$ cat src/rtl/alu_issue_arbiter.sv
// alu_issue_arbiter: two-requester round-robin issue into a single ALU issue
// register, with a short branch-resolution wait and a one-cycle redirect bubble.
module alu_issue_arbiter #(
  parameter int WIDTH = 32,
  parameter int OPW   = 8
) (
  input  logic             Clk,
  input  logic             Rest,
  input  logic             Req0Valid,
  input  logic [OPW-1:0]   Req0Op,
  input  logic [WIDTH-1:0] Req0Src1,
  input  logic [WIDTH-1:0] Req0Src2,
  input  logic [WIDTH-1:0] Req0Offset,
  input  logic [WIDTH-1:0] Req0Pc,
  input  logic [4:0]       Req0Rd,
  input  logic             Req0Pred,
  input  logic             Req0IsBr,
  output logic             Req0Ready,
  input  logic             Req1Valid,
  input  logic [OPW-1:0]   Req1Op,
  input  logic [WIDTH-1:0] Req1Src1,
  input  logic [WIDTH-1:0] Req1Src2,
  input  logic [WIDTH-1:0] Req1Offset,
  input  logic [WIDTH-1:0] Req1Pc,
  input  logic [4:0]       Req1Rd,
  input  logic             Req1Pred,
  input  logic             Req1IsBr,
  output logic             Req1Ready,
  input  logic             Flush,
  input  logic             JumpExvalue,
  output logic             AluValid,
  output logic [OPW-1:0]   AluOp,
  output logic [WIDTH-1:0] AluSrc1,
  output logic [WIDTH-1:0] AluSrc2,
  output logic [WIDTH-1:0] AluOffset,
  output logic [4:0]       AluRd,
  output logic [WIDTH-1:0] AluPc,
  output logic             AluPred,
  output logic             BrPending,
  output logic [15:0]      IssueCnt
);

  localparam logic [1:0] S_RUN    = 2'd0;
  localparam logic [1:0] S_BRWAIT = 2'd1;
  localparam logic [1:0] S_REDIR  = 2'd2;

  logic [1:0] state;
  logic       ptr;     // requester that wins when both are valid
  logic       brcnt;   // 0: branch sits in issue reg, 1: ALU result visible
  logic       issue;
  logic       issue_br;

  // Grant only while running and not flushing; ptr breaks ties.
  always_comb begin
    Req0Ready = 1'b0;
    Req1Ready = 1'b0;
    if (state == S_RUN && !Flush && !Rest) begin
      Req0Ready = Req0Valid & (~Req1Valid | ~ptr);
      Req1Ready = Req1Valid & (~Req0Valid |  ptr);
    end
  end

  assign issue     = Req0Ready | Req1Ready;
  assign issue_br  = Req1Ready ? Req1IsBr : Req0IsBr;
  assign BrPending = (state != S_RUN);

  // Control state: branch wait sequencing, round-robin pointer, issue count.
  always_ff @(posedge Clk or posedge Rest) begin
    if (Rest) begin
      state    <= S_RUN;
      ptr      <= 1'b0;
      brcnt    <= 1'b0;
      IssueCnt <= '0;
    end else if (Flush) begin
      // Flush wins over redirect and grants; ptr and count are left alone.
      state <= S_RUN;
      brcnt <= 1'b0;
    end else begin
      case (state)
        S_RUN: begin
          if (issue) begin
            ptr      <= Req0Ready;
            IssueCnt <= IssueCnt + 16'd1;
            if (issue_br) begin
              state <= S_BRWAIT;
              brcnt <= 1'b0;
            end
          end
        end
        S_BRWAIT: begin
          if (!brcnt) begin
            brcnt <= 1'b1;
          end else begin
            // Redirect indication only matters in the second wait cycle.
            brcnt <= 1'b0;
            state <= JumpExvalue ? S_REDIR : S_RUN;
          end
        end
        S_REDIR: state <= S_RUN;
        default: state <= S_RUN;
      endcase
    end
  end

  // Issue register: capture the granted payload, otherwise bubble with op 0.
  always_ff @(posedge Clk or posedge Rest) begin
    if (Rest) begin
      AluValid  <= 1'b0;
      AluOp     <= '0;
      AluSrc1   <= '0;
      AluSrc2   <= '0;
      AluOffset <= '0;
      AluRd     <= '0;
      AluPc     <= '0;
      AluPred   <= 1'b0;
    end else if (issue) begin
      AluValid  <= 1'b1;
      AluOp     <= Req1Ready ? Req1Op     : Req0Op;
      AluSrc1   <= Req1Ready ? Req1Src1   : Req0Src1;
      AluSrc2   <= Req1Ready ? Req1Src2   : Req0Src2;
      AluOffset <= Req1Ready ? Req1Offset : Req0Offset;
      AluRd     <= Req1Ready ? Req1Rd     : Req0Rd;
      AluPc     <= Req1Ready ? Req1Pc     : Req0Pc;
      AluPred   <= Req1Ready ? Req1Pred   : Req0Pred;
    end else begin
      // Covers flush and idle cycles alike; remaining fields hold.
      AluValid <= 1'b0;
      AluOp    <= '0;
    end
  end

endmodule

$ cat config.mk
export PLATFORM = sky130hd
export DESIGN_NAME = alu_issue_arbiter
export DESIGN_NICKNAME = d
export VERILOG_FILES = /design/src/rtl/alu_issue_arbiter.sv
export SDC_FILE = /design/constraint.sdc
export NUM_CORES = 1
export LEC_CHECK = 0
export BUFFER_PORTS_ARGS = -buffer_cell sky130_fd_sc_hd__buf_4
export CAP_MARGIN = 20
export CORE_AREA = 2 2 174 176
export CTS_CLUSTER_SIZE = 8
export DETAILED_ROUTE_END_ITERATION = 10
export DIE_AREA = 0 0 176 178
export GPL_TIMING_DRIVEN = 0
export SYNTH_ARGS = -nofsm -noshare
export SYNTH_HDL_FRONTEND = slang
export SYNTH_SLANG_ARGS = --single-unit
$ cat constraint.sdc
create_clock -name Clk -period 6.4 [get_ports Clk]
set_input_delay 0.32 -clock Clk [delete_from_list [all_inputs] [get_ports Clk]]
set_output_delay 0.32 -clock Clk [all_outputs]
set_load 0.005 [all_outputs]
* Word level (Yosys, flattened, before mapping)
Index checks and enable logic that the tools add are counted.
** Cells by class
- $add $sub $neg :: 1
- $mul :: 0
- Div/mod/pow operators :: 0
- Magnitude comparators :: 0
- Equal/unequal tests :: 4
- Shift-type cells :: 0
- Mux-type cells :: 23
- Bitwise gates (word level) :: 9
- Reduce and logical (&&, ||, !) cells :: 10
** Operators by type and width (count)
- $mux W32 :: 4
- $add A16 B1 Y16 const B :: 1
- $mux W8 :: 2
- $mux W2 :: 5
- $mux W1 :: 9
- $ne A3 B3 Y1 const B :: 3
- $reduce_and A3 Y1 :: 3
- $mux W5 :: 1
- $not A1 Y1 :: 4
- $pmux W2 S2 :: 1
- $or A1 B1 Y1 :: 3
- $reduce_bool A3 Y1 :: 1
- $and A1 B1 Y1 :: 2
- $eq A2 B1 Y1 const B :: 1
- $logic_and A1 B1 Y1 :: 2
- $logic_not A1 Y1 :: 2
- $logic_not A2 Y1 :: 1
- $pmux W1 S2 :: 1
- $reduce_bool A2 Y1 :: 1
** Word-level totals
- Register bits after elaboration :: 163
- Bits in latches :: 0
- RAM bits :: 0
- ROM bits :: 0
- Bits of input ports :: 292
- Output and inout bits :: 162
- Logic and storage cells :: 59
- Memories kept :: 0

* Longest topological paths before layout
Gate-level depths: netlist of run 1.
- Depth after elaboration :: 9
- Depth in mapped cells :: 7
- Depth with buffers taken out :: 5

* Least setup slack after synthesis of run 1
OpenSTA, ideal clock, no wires.
- Path type :: register -> register
- Start point :: register state[1]
- End point :: register IssueCnt[10]
- Library setup time :: 124 ps
- Arrival time :: 1617 ps
- Required time :: 6276 ps
- Setup slack :: 4659 ps
- Cell stages (with the launch flop) :: 5
- Path buffers :: 0
- Period minus slack after synthesis :: 1741 ps
- Cell sequence :: dfrtp_1 -> or4_4 -> nor4_4 -> nand3_1 -> xnor2_1
** Between the ends
- Cells in the longest elaborated chain, start to end :: 6
- Elaborated cells between the ends (all ways) :: 7
- Those cells by class :: 2 x mux; 1 x bitwise; 4 x reduce/logical
** Ends and longest elaborated chain
- start, declared :: RTL line 47 : logic [1:0] state;
- start signal, assigned :: RTL line 96 : state <= JumpExvalue ? S_REDIR : S_RUN;
- $logic_not A2 Y1 (*) :: RTL line 57, 79
- $logic_and A1 B1 Y1 (2 in a row) :: RTL line 57 : if (state == S_RUN && !Flush && !Rest) begin
- $mux W1 :: RTL line 57
- $or A1 B1 Y1 :: RTL line 63 : assign issue = Req0Ready | Req1Ready;
- $reduce_and A3 Y1 (no line) (*)
- end signal, assigned :: RTL line 83 : IssueCnt <= IssueCnt + 16'd1;
- end, declared :: RTL line 40 : output logic [15:0] IssueCnt
Mark *: on every way between the ends. The rest lies on a longest branch, timed or not.
A chain may end at the register's enable or synchronous reset.

* Worst setup path in the final report of run 1
- Start point :: register state[1]
- End point :: output port Req1Ready
** Between the ends
- Cells in the longest elaborated chain, start to end :: 4
** Ends and longest elaborated chain
- $logic_not A2 Y1 :: RTL line 57
- $logic_and A1 B1 Y1 (2 in a row) :: RTL line 57
- $mux W1 :: RTL line 57
- end, declared :: RTL line 28 : output logic Req1Ready,
Every way passes these cells.

==> qor_table.md, run 1 <==
| Stage | Result | Value |
|:---|:---|:---|
| drt | Length of routed met2 wiring | 15500 um |
| worst hold path | Source of the worst hold timing path | Flush |
| logic synthesis | Post-synthesis cell area | 7280 um2 |
| critical path | Source of the critical timing path | state[1]$_DFFE_PP0P_ |
| die | Num rows | 63 |
| timing | Count of endpoints failing hold in the final timing report | 0 |
| logic synthesis | Share of synthesized area occupied by flip-flops and latches | 56.0% |
| pwr | Final total power | 3.27 mW |
| drt | Max layer used | met4 |
| timing | Worst Max-Slew Pin Slew | 860 ps |
| timing | Clock skew | 13.7 ps |
| critical path | Max Fanout on Critical Path | 10 |
| die | Count of boundary I/O pins | 454 |
| status | Status | finished, final reports clean |
| die | DIE AREA | 31300 um2 |
| global route | Largest net degree at the start of global routing | 93 |
| clock tree | Clock tree root buffer cell | clkbuf_16 |
| timing | Final critical path time including I/O delays and setup | 2790 ps |
| layout | Area Growth Syn to Fin | 62.1% |
| logic synthesis | Most used DFF post-synth | dfrtp_1 |
| drt | Metal3 WL | 2400 um |
| drt | Number of nets with antenna violations after routing | 0 |
| clock tree | Gates resized, CTS repair | 0 |
| drt | Detailed-route wire length per cell | 18.3 um |
| clock tree | Clock latency reported for the late side of the worst-skew pair | 430 ps |
| clock tree | TritonCTS clock tree | built |
| timing | Final cycle utilization of the critical path | 43.5% |
| drt | Routed metal-1 wirelength | 12900 um |
| critical path | Startpoint Class | flip-flop |
| global route | Antenna violations before repair | 1 |
| timing | Final Setup Violations | 0 |
| layout | Fin area | 11800 um2 |
| placed design | Final Wtd Congestion | 0.835 |
| pwr | Power per Cell Area | 277 nW/um2 |
| layout | Final core area utilization | 40.2% |
| die | Core area | 29400 um2 |
| global route | Via count of the first global-routing pass | 8144 |
| placed design | Count of buffers from port buffering | 452 |
| timing | Setup repair after global routing missed its margin | false |
| worst hold path | Path class of the lowest-slack min-delay path | in2reg |
| pwr | Worst IR Drop VDD | 0.144 mV |
| logic synthesis | Number of synthesized register bits | 163 |
| placed design | Half-perimeter wire length of the detailed placement result | 24100 um |
| drt | Ratio of routed vias to standard cells | 4.64 |
| clock tree | Number of buffers inserted during clock tree synthesis | 17 |
| clock tree | Maximum clock path buffer count | 2 |
| critical path | Critical path data arrival time | 2470 ps |
| drt | Number of search-and-repair iterations in the first detailed-routing pass | 7 |
| die | Die Span X | 176 um |
| logic synthesis | Yosys top cell area share | 56.0% |
| clock tree | Number of sinks on the clock net | 163 |
| global route | Total global-route track usage | 19.7% |
| logic synthesis | Most area-hungry cell type in the Yosys netlist | dfrtp_1 |
| logic synthesis | Largest cells by area after synthesis | dfrtp_1, a21oi_1, nand2_1 |
| timing | Highest Clock Rate | 359 MHz |
| clock tree | Number of hold-repair buffers added at the cts stage | 1 |
| drt | Detailed-route DRC error count | 0 |
| drt | Detailed-route via count | 8027 |
| global route | First-pass GRT wire length | 46800 um |
| layout | Total number of nets in the final design | 1620 |
| pwr | Leakage dissipation | 5.94 nW |
| logic synthesis | Number of warnings printed during yosys synthesis | 0 |
| clock tree | Worst-path clk slew | 70 ps |
| critical path | Start of the worst register-to-register path | state[1]$_DFFE_PP0P_ |
| logic synthesis | FFs w/ async S/R, synth | 100% |
| timing | Final number of max-transition violations | 0 |
| job | # Max-Cap Violations | 0 |
| logic synthesis | Leading post-synthesis cells by instance count | a21oi_1, nand2_1, dfrtp_1, nor2_1, clkbuf_1 |
| logic synthesis | Post-synth EDFFs | 0 |
| logic synthesis | Post-synthesis net count | 1147 |
| global route | Remaining Overflow, GRT | 0 |
| clock tree | Maximum level of the CTS H-tree | 4 |
| logic synthesis | Number of cells produced by synthesis | 854 |
| critical path | Worst EP required | 6080 ps |
| placed design | Place WS | 3800 ps |
| layout | Layout cell share with drive strength beyond 1 | 38.7% |
| timing | Normalized max-slew margin | 42.6% |
| logic synthesis | Most repeated cell in the gate-level netlist after synthesis | a21oi_1 |
| logic synthesis | Number of unique standard cell types used by synthesis | 30 |
| critical path | WS Path Type | reg2out |
| drt | Wire length after detailed routing | 31600 um |
| die | Y dimension of the die | 178 um |
| die | Starting density of the core | 24.8% |
| placed design | Cell area after placement | 11200 um2 |
| timing | Post-layout worst setup margin | 3610 ps |
| drt | Count of routing violations after the opening detailed-route iteration | 441 |
| clock tree | Setup fix buffers added after clock tree synthesis | 0 |
| logic synthesis | Post-Synthesis Mean Instance Area | 8.53 um2 |
| critical path | Critical path capture point type | output port |
| critical path | Flop-to-flop setup slack | 3970 ps |
-- flip-flops by register name (all words and copies together) (netlist names) --
signal     cells
AluSrc2       32
AluPred        1
AluOffset     32
AluSrc1       32
ptr            1
AluOp          8
AluRd          5
IssueCnt      16
brcnt          1
AluPc         32
AluValid       1
state          2
-- placed cells by master, fill, tap and decap left out, types with 2 or more instances in the layout --
| master | count |
|---|---|
| nand4_1 | 2 |
| nor2_1 | 138 |
| clkbuf_1 | 38 |
| dfrtp_1 | 163 |
| nand3_1 | 7 |
| clkbuf_16 | 17 |
| a21oi_1 | 249 |
| nor4_4 | 2 |
| clkinv_4 | 2 |
| xnor2_1 | 10 |
| nand2_1 | 178 |
| buf_2 | 16 |
| bufinv_16 | 2 |
| and4_1 | 2 |
| xor2_1 | 5 |
| buf_4 | 460 |
| inv_2 | 2 |
| nor3_1 | 4 |
| a31oi_1 | 15 |
| inv_6 | 4 |
| o21ai_0 | 2 |
| clkinvlp_4 | 5 |
| nand2b_1 | 2 |
-- metrics by stage --
stage | instances | hold WS [ps] | TNS [ps]
2_1_floorplan | 854 | 383 | 0
3_3_place_gp | 1696 | 475 | -124450
3_5_place_dp | 1697 | 440 | 0
4_1_cts | 1730 | 63.1 | 0
5_1_grt | 1731 | 77.7 | 0
6_report | 1731 | 101 | 0
-- where the power goes --
group	internal, mW	switching (mW)
Sequential	1.22	0.136
Combinational	0.466	0.374
Clock	0.593	0.478
Total	2.28	0.989
-- cells by family (layout without fill, tap and decap cells) --
group,after synthesis,after routing,share of synthesized area [%]
adder cells (fa/ha/maj),1,1,0.172
XOR/XNOR,15,15,1.80
AND/OR/NAND/NOR,342,342,19.2
flip-flops,163,163,56.0
buffers and inverters,64,550,3.98
AO/OA/AOI/OAI,269,269,18.9
other,0,1,0
-- metal layers --
layer | vias up | track usage [%]
met5 | - | 0
met4 | 0 | 7.47
met3 | 44 | 5.22
met2 | 371 | 33.5
met1 | 3807 | 23.9
li1 | 3805 | -
-- layout make-up --
type / instances / area [um2]
Clock inverter: 13 / 150
Antenna cell: 1 / 2.50
Clock buffer: 19 / 443
Timing Repair Buffer: 454 / 3430
Fill cell: 3040 / 17600
Buffer: 61 / 279
Inverter: 3 / 18.8
Sequential cell: 163 / 4080
Multi-Input combinational cell: 627 / 2920
Tap cell: 390 / 488
-- worst paths after layout --
check / to / depth (start not counted)
hold reg to reg: IssueCnt[13]$_DFFE_PP0P_ / 1
min in group asynchronous: AluSrc2[4]$_DFFE_PP0P_ / 3
setup / recovery: Req1Ready / 6
hold / removal: brcnt$_DFFE_PP0P_ / 2
setup reg to reg: AluSrc2[9]$_DFFE_PP0P_ / 6
max in group asynchronous: AluSrc2[19]$_DFFE_PP0P_ / 4
-- worst max-delay path, cell delays in order, from the launching register on --
cell     delay (ps)
dfrtp_1         470
nor4_4          400
nand3_2         310
inv_2           250
buf_4           260
buf_4           210
buf_4           130
Power figures use the tool's default switching activity.
==> run 2, diff against run 1 <==
==> constraint.sdc (replaced) <==
create_clock -name Clk -period 2.6 [get_ports Clk]
set_input_delay 0.13 -clock Clk [delete_from_list [all_inputs] [get_ports Clk]]
set_output_delay 0.13 -clock Clk [all_outputs]
set_load 0.005 [all_outputs]
==> run 2 against run 1 <==
Net effect: wire length rose by 9.9%; hold slack got worse by 81 ps; utilization rose by 8.1 points; die area did not move; setup slack got worse by 3400 ps; combinational power rose to 2.9 times the previous value; sequential power rose by 150%; global-route usage rose by 1.9 points; critical endpoint unchanged; largest cell class is now buffers; largest power group unchanged.
==> qor_table.md, run 2 (synthesis results as in run 1) <==
| Stage | Result | Value | Change |
|:---|:---|:---|:---|
| timing | Final Setup Violations | 0 | unchanged |
| layout | Area Growth Syn to Fin | 94.9% | was 62.1% |
| job | # Max-Cap Violations | 0 | unchanged |
| layout | Total number of nets in the final design | 1855 | was 1620 |
| placed design | Final Wtd Congestion | 0.862 | was 0.835 |
| clock tree | Maximum level of the CTS H-tree | 4 | unchanged |
| worst hold path | Path class of the lowest-slack min-delay path | in2reg | unchanged |
| clock tree | Maximum clock path buffer count | 2 | unchanged |
| critical path | Worst EP required | 2470 ps | was 6080 ps |
| critical path | Critical path data arrival time | 2280 ps | was 2470 ps |
| critical path | Critical path capture point type | output port | unchanged |
| worst hold path | Worst hold path stage count | 3 | was 2 |
| timing | Clock skew | 17.1 ps | was 13.7 ps |
| drt | Number of search-and-repair iterations in the first detailed-routing pass | 5 | was 7 |
| clock tree | Clock tree root buffer cell | clkbuf_16 | unchanged |
| critical path | Max Fanout on Critical Path | 10 | unchanged |
| drt | Wire length after detailed routing | 34700 um | was 31600 um |
| timing | Final number of max-transition violations | 0 | unchanged |
| worst hold path | Source of the worst hold timing path | Req1Src2[26] | was Flush |
| global route | Via count of the first global-routing pass | 9591 | was 8144 |
| layout | Final core area utilization | 48.3% | was 40.2% |
| placed design | Half-perimeter wire length of the detailed placement result | 24200 um | was 24100 um |
| layout | Layout cell share with drive strength beyond 1 | 33.3% | was 38.7% |
| layout | Storage element area | 4080 um2 | unchanged |
| critical path | Worst Reg2Reg Path Length in Cells | 7 | was 6 |
| global route | First-pass GRT wire length | 52100 um | was 46800 um |
| placed design | Count of buffers from port buffering | 452 | unchanged |
| layout | ANT cells | 0 | was 1 |
| layout | Leading cell types in the layout, fill and taps excluded | buf_4, a21oi_1, dlygate4sd3_1 | was buf_4, a21oi_1, nand2_1 |
| layout | Combined area of the multi-input logic cells | 2920 um2 | about the same |
| die | Die Span X | 176 um | unchanged |
| clock tree | TritonCTS clock tree | built | unchanged |
| clock tree | Worst-path clk slew | 80 ps | was 70 ps |
| timing | Worst Max-Slew Pin Slew | 1010 ps | was 860 ps |
| critical path | WS Path Type | in2out | was reg2out |
| layout | Final-layout fill cell count | 2674 | was 3040 |
| drt | Ratio of routed vias to standard cells | 4.62 | was 4.64 |
| pwr | Final total power | 8.39 mW | was 3.27 mW |
| layout | Final Instance Count excl. Fillers | 1965 | was 1731 |
| timing | Setup repair after global routing missed its margin | false | unchanged |
| pwr | Power share of the clock group | 31.6% | was 32.8% |
| critical path | Start of the worst register-to-register path | state[0]$_DFFE_PP0P_ | was state[1]$_DFFE_PP0P_ |
| clock tree | Clock latency reported for the late side of the worst-skew pair | 420 ps | was 430 ps |
| critical path | Startpoint Class | primary input | was flip-flop |
| timing | Count of endpoints failing hold in the final timing report | 0 | unchanged |
| placed design | Cell Count Post-Placement | 1700 | was 1697 |
| pwr | NetSw | 2.55 mW | was 0.989 mW |
| drt | Detailed-route DRC error count | 0 | unchanged |
| global route | Antenna violations before repair | 1 | unchanged |
| die | Num rows | 63 | unchanged |
| global route | Largest net degree at the start of global routing | 38 | was 93 |
| drt | Detailed-route via count | 9075 | was 8027 |
| clock tree | Number of sinks on the clock net | 163 | unchanged |
| pwr | Switching fraction of total power | 30.5% | was 30.3% |
| drt | Count of routing violations after the opening detailed-route iteration | 470 | was 441 |
| die | Core area | 29400 um2 | unchanged |
| pwr | Power share of the sequential group | 39.7% | was 41.5% |
| pwr | Leakage dissipation | 6.96 nW | was 5.94 nW |
| die | Count of boundary I/O pins | 454 | unchanged |
| layout | Most common library cell in the layout ignoring fill and taps | buf_4 | unchanged |
| timing | Highest Clock Rate | 414 MHz |  |
| pwr | Internal power | 5.83 mW | was 2.28 mW |
| pwr | Worst IR Drop VDD | 0.362 mV | was 0.144 mV |
| critical path | Source of the critical timing path | Flush | was state[1]$_DFFE_PP0P_ |
| pwr | Power per Cell Area | 591 nW/um2 | was 277 nW/um2 |
| timing | Final critical path time including I/O delays and setup | 2410 ps |  |
| timing | Final cycle utilization of the critical path | 92.9% |  |
| die | Y dimension of the die | 178 um | unchanged |
| timing | Normalized max-slew margin | 32.8% | was 42.6% |
| drt | Detailed-route wire length per cell | 17.7 um | was 18.3 um |
| clock tree | Setup fix buffers added after clock tree synthesis | 0 | unchanged |
| global route | Remaining Overflow, GRT | 0 | unchanged |
| clock tree | Number of buffers inserted during clock tree synthesis | 17 | unchanged |
| die | DIE AREA | 31300 um2 | unchanged |
| die | Starting density of the core | 24.8% | unchanged |
| pwr | Combinational cell fraction of total power | 28.8% | was 25.7% |
| drt | Number of nets with antenna violations after routing | 0 | unchanged |
| status | Status | finished, final reports clean | unchanged |
| global route | Total global-route track usage | 21.6% | was 19.7% |
run 2: worst paths after layout:
path	endpoint	slack [ps]
worst max register to register	AluSrc2[9]$_DFFE_PP0P_	280
worst min-delay path	AluSrc2[26]$_DFFE_PP0P_	20
worst max-delay path	Req1Ready	190
max in group asynchronous	AluSrc2[25]$_DFFE_PP0P_	1280
worst min register to register	IssueCnt[7]$_DFFE_PP0P_	500
min in group asynchronous	AluOffset[21]$_DFFE_PP0P_	410
run 2: per-stage QoR:
step | setup TNS [ps] | hold slack (ps) | instance area, um2 | worst slack (ps)
3_3_place_gp | -154070 | 351 | 11200 | -960
6_report | 0 | 19.6 | 14200 | 185
4_1_cts | -37.5 | 0.227 | 14200 | -37.5
2_1_floorplan | 0 | 193 | 7290 | 399
3_5_place_dp | -258 | 284 | 11200 | -58.1
5_1_grt | 0 | 9.20 | 14200 | 33.1
run 2: repair_timing:
item	4_1_cts	5_1_grt
hold buffers	233	0
resized for setup	3	5
hold endpoints to repair	171	0
setup endpoints to repair	15	20
pin swaps	0	1
run 2: per-layer routing:
metal	up-vias	track usage (%)	part of all wire [%]
li1	4267	-	-
met1	4323	25.2	40
met2	409	38.1	50
met3	76	5.09	6.3
met4	0	8.82	3.4
met5	-	0	0
run 2: cell type report:
cell class / count / area share, %
clock inverters: 15 / 1.22
repair buffers: 689 / 40.9
clock buffers: 17 / 3.00
well taps: 390 / 3.44
plain buffers: 61 / 2.03
flip-flops and latches: 163 / 28.7
inverters: 3 / 0.123
multi-input cells: 627 / 20.6
run 2: worst max-delay path, stage by stage:
cell and delay, ps:
dlygate4sd3_1 550, buf_4 160, nor4_4 420, nand3_4 230, inv_4 190, buf_4 240, buf_4 220, buf_4 130
run 2: power groups by stage:
stage	combinational (mW)	clock (mW)	sequential, mW
2_1_floorplan	0.693	0	3.35
3_3_place_gp	2.08	0	3.34
3_5_place_dp	2.11	0	3.36
4_1_cts	2.40	2.70	3.32
5_1_grt	2.64	2.80	3.38
6_report	2.41	2.65	3.33
==> run 3, diff against run 2 <==
--- a/config.mk
+++ b/config.mk
@@ -7,10 +7,10 @@
 export LEC_CHECK = 0
 export BUFFER_PORTS_ARGS = -buffer_cell sky130_fd_sc_hd__buf_4
 export CAP_MARGIN = 20
-export CORE_AREA = 2 2 174 176
+export CORE_AREA = 5 5 172 174
 export CTS_CLUSTER_SIZE = 8
 export DETAILED_ROUTE_END_ITERATION = 10
-export DIE_AREA = 0 0 176 178
+export DIE_AREA = 0 0 177 179
 export GPL_TIMING_DRIVEN = 0
 export SYNTH_ARGS = -nofsm -noshare
 export SYNTH_HDL_FRONTEND = slang
==> run 3 against run 2 <==
Net effect: clock power hardly changed; maximum frequency is 1.2% lower; critical endpoint unchanged; cell area is 0.33% higher; largest cell class unchanged.
==> qor_table.md, run 3 (synthesis results as in run 1) <==
| Stage | Result | Value | Change |
|:---|:---|:---|:---|
| status | Status | finished, final reports clean | unchanged |
| die | Y dimension of the die | 179 um | was 178 um |
| clock tree | Number of buffers inserted during clock tree synthesis | 17 | unchanged |
| critical path | Crit-path most repeated cell | buf_4 | unchanged |
| drt | Count of routing violations after the opening detailed-route iteration | 477 | was 470 |
| critical path | Slowest cell on the critical path | dfrtp_1 | was dlygate4sd3_1 |
| critical path | Start of the worst register-to-register path | ptr$_DFFE_PP0P_ | was state[0]$_DFFE_PP0P_ |
| placed design | Count of buffers from port buffering | 452 | unchanged |
| die | Core area | 27600 um2 | was 29400 um2 |
| pwr | Power per Cell Area | 589 nW/um2 | was 591 nW/um2 |
| pwr | Power share of the sequential group | 39.5% | was 39.7% |
| pwr | Power share of the clock group | 31.4% | was 31.6% |
| worst hold path | Path class of the lowest-slack min-delay path | in2reg | unchanged |
| pwr | Switching fraction of total power | 30.3% | was 30.5% |
| global route | First-pass GRT wire length | 53800 um | was 52100 um |
| critical path | Cell class contributing the biggest share of worst-path delay | buffers and inverters | unchanged |
| critical path | Reg-to-Reg End | AluSrc1[14]$_DFFE_PP0P_ | was AluSrc2[9]$_DFFE_PP0P_ |
| die | Die Span X | 177 um | was 176 um |
| timing | Count of endpoints failing hold in the final timing report | 0 | unchanged |
| clock tree | Setup fix buffers added after clock tree synthesis | 0 | unchanged |
| pwr | Leakage dissipation | 6.98 nW | was 6.96 nW |
| critical path | Worst Reg2Reg Path Length in Cells | 6 | was 7 |
| critical path | Critical-path cell list | nor4_4 -> nand3_4 -> inv_4 -> buf_4 -> buf_4 -> buf_4 | was dlygate4sd3_1 -> buf_4 -> nor4_4 -> nand3_4 -> inv_4 -> buf_4 -> buf_4 -> buf_4 |
| drt | Detailed-route DRC error count | 0 | unchanged |
| layout | Most common library cell in the layout ignoring fill and taps | buf_4 | unchanged |
| timing | Highest Clock Rate | 409 MHz | was 414 MHz |
| critical path | Flop-to-flop setup slack | 160 ps | was 280 ps |
| clock tree | TritonCTS clock tree | built | unchanged |
| critical path | Max Fanout on Critical Path | 10 | unchanged |
| clock tree | Maximum level of the CTS H-tree | 4 | unchanged |
| critical path | WS Path Type | reg2out | was in2out |
| pwr | Combinational cell fraction of total power | 29.1% | was 28.8% |
| drt | Detailed-route via count | 9072 | was 9075 |
| die | Num rows | 61 | was 63 |
| clock tree | Clock latency reported for the late side of the worst-skew pair | 430 ps | was 420 ps |
| timing | Final Setup Violations | 0 | unchanged |
| global route | Largest net degree at the start of global routing | 37 | was 38 |
| placed design | Half-perimeter wire length of the detailed placement result | 25000 um | was 24200 um |
| die | Count of boundary I/O pins | 454 | unchanged |
| pwr | Internal power | 5.85 mW | was 5.83 mW |
| clock tree | Number of sinks on the clock net | 163 | unchanged |
| critical path | Startpoint Class | flip-flop | was primary input |
| pwr | Worst IR Drop VDD | 0.319 mV | was 0.362 mV |
| layout | Layout cell share with drive strength beyond 1 | 33.0% | was 33.3% |
| layout | ANT cells | 0 | unchanged |
| drt | Ratio of routed vias to standard cells | 4.63 | was 4.62 |
| global route | Remaining Overflow, GRT | 0 | unchanged |
| critical path | Buffers and inverters on the worst path | 4 | was 6 |
| timing | Final number of max-transition violations | 0 | unchanged |
| layout | Final-layout fill cell count | 2496 | was 2674 |
| clock tree | Clock tree root buffer cell | clkbuf_16 | unchanged |
| global route | Total global-route track usage | 21.7% | was 21.6% |
| timing | Final cycle utilization of the critical path | 94.0% | was 92.9% |
| layout | Final core area utilization | 51.6% | was 48.3% |
| layout | Total number of nets in the final design | 1862 | was 1855 |
| timing | Normalized max-slew margin | 46.1% | was 32.8% |
| timing | Post-layout worst setup margin | 156 ps | was 185 ps |
| drt | Number of search-and-repair iterations in the first detailed-routing pass | 5 | unchanged |
| timing | Setup repair after global routing missed its margin | false | unchanged |
| pwr | NetSw | 2.54 mW | was 2.55 mW |
| critical path | Biggest cell delay along the critical path | 460 ps | was 550 ps |
| layout | Area Growth Syn to Fin | 95.6% | was 94.9% |
| critical path | Critical path capture point type | output port | unchanged |
| placed design | Place WS | -6.14 ps | was -58.1 ps |
| global route | Antenna violations before repair | 0 | was 1 |
| layout | Storage element area | 4080 um2 | unchanged |
| clock tree | Maximum clock path buffer count | 2 | unchanged |
| die | DIE AREA | 31700 um2 | was 31300 um2 |
| clock tree | Worst-path clk slew | 80 ps | about the same |
| critical path | Total stage count of the critical path | 6 | was 8 |
| timing | Clock skew | 14.0 ps | was 17.1 ps |
| timing | Worst Max-Slew Pin Slew | 807 ps | was 1010 ps |
| critical path | Critical path data arrival time | 2310 ps | was 2280 ps |
| die | Starting density of the core | 26.4% | was 24.8% |
| drt | Number of nets with antenna violations after routing | 0 | unchanged |
| job | # Max-Cap Violations | 0 | unchanged |
| timing | Final critical path time including I/O delays and setup | 2440 ps | was 2410 ps |
| layout | Leading cell types in the layout, fill and taps excluded | buf_4, a21oi_1, dlygate4sd3_1 | unchanged |
| drt | Detailed-route wire length per cell | 18.2 um | was 17.7 um |
| drt | Wire length after detailed routing | 35600 um | was 34700 um |
| critical path | Source of the critical timing path | state[0]$_DFFE_PP0P_ | was Flush |
| timing | Final worst hold slack | 15.0 ps | was 19.6 ps |
| global route | Via count of the first global-routing pass | 9817 | was 9591 |
| critical path | Worst EP required | 2470 ps | about the same |
| placed design | Final Wtd Congestion | 0.839 | was 0.862 |
| layout | Combined area of the multi-input logic cells | 2920 um2 | unchanged |
| critical path | End point of the critical path | Req1Ready | unchanged |
==> run 3: power groups by stage <==
stage | clock [mW] | combinational [mW] | sequential (mW)
6_report | 2.63 | 2.44 | 3.31
5_1_grt | 2.81 | 2.67 | 3.37
4_1_cts | 2.71 | 2.44 | 3.30
3_5_place_dp | 0 | 2.13 | 3.34
3_3_place_gp | 0 | 2.09 | 3.33
2_1_floorplan | 0 | 0.693 | 3.35
==> run 3: routing by layer <==
metal	vias to the layer above	GRT usage (%)	wire, um
li1	4286	-	-
met1	4277	24.8	13800
met2	411	38.0	17900
met3	98	5.84	2470
met4	0	9.51	1440
met5	-	0	0
==> run 3: final cells by class <==
cell class / count / area share [%]
timing repair buffer: 696 / 41.2
buffer: 61 / 1.97
clock buffer: 18 / 3.01
multi-input combinational: 627 / 20.5
sequential: 163 / 28.6
inverter: 3 / 0.123
clock inverter: 14 / 1.18
tap: 378 / 3.32
==> run 3: worst min path at each step <==
stage | startpoint | depth (start not counted) | to
after global placement | Flush | 2 | brcnt$_DFFE_PP0P_
after global routing | Req1Pc[3] | 3 | AluPc[3]$_DFFE_PP0P_
after detailed placement | Flush | 2 | brcnt$_DFFE_PP0P_
after floorplan | Flush | 1 | brcnt$_DFFE_PP0P_
final | Req1Pc[3] | 3 | AluPc[3]$_DFFE_PP0P_
after CTS | Req1Pc[3] | 3 | AluPc[3]$_DFFE_PP0P_
==> run 3: timing repair <==
action	CTS	global route
endpoints found under the hold margin	177	0
endpoints found under the setup margin	1	22
resized for setup	2	2
pin swaps	0	2
hold buffers	240	0
==> run 3: per-stage QoR <==
stage	area [um2]	TNS [ps]	std cells	total power, mW
after floorplan	7290	0	854	4.04
after CTS	14200	0	1960	8.45
after global routing	14200	0	1960	8.85
after detailed placement	11200	-6.14	1688	5.47
after global placement	11200	-154160	1684	5.42
final	14200	0	1960	8.39
==> run 3: worst min-delay path, stage by stage <==
cell	delay (ps)
buf_4	80
a21oi_1	50
a21oi_1	140
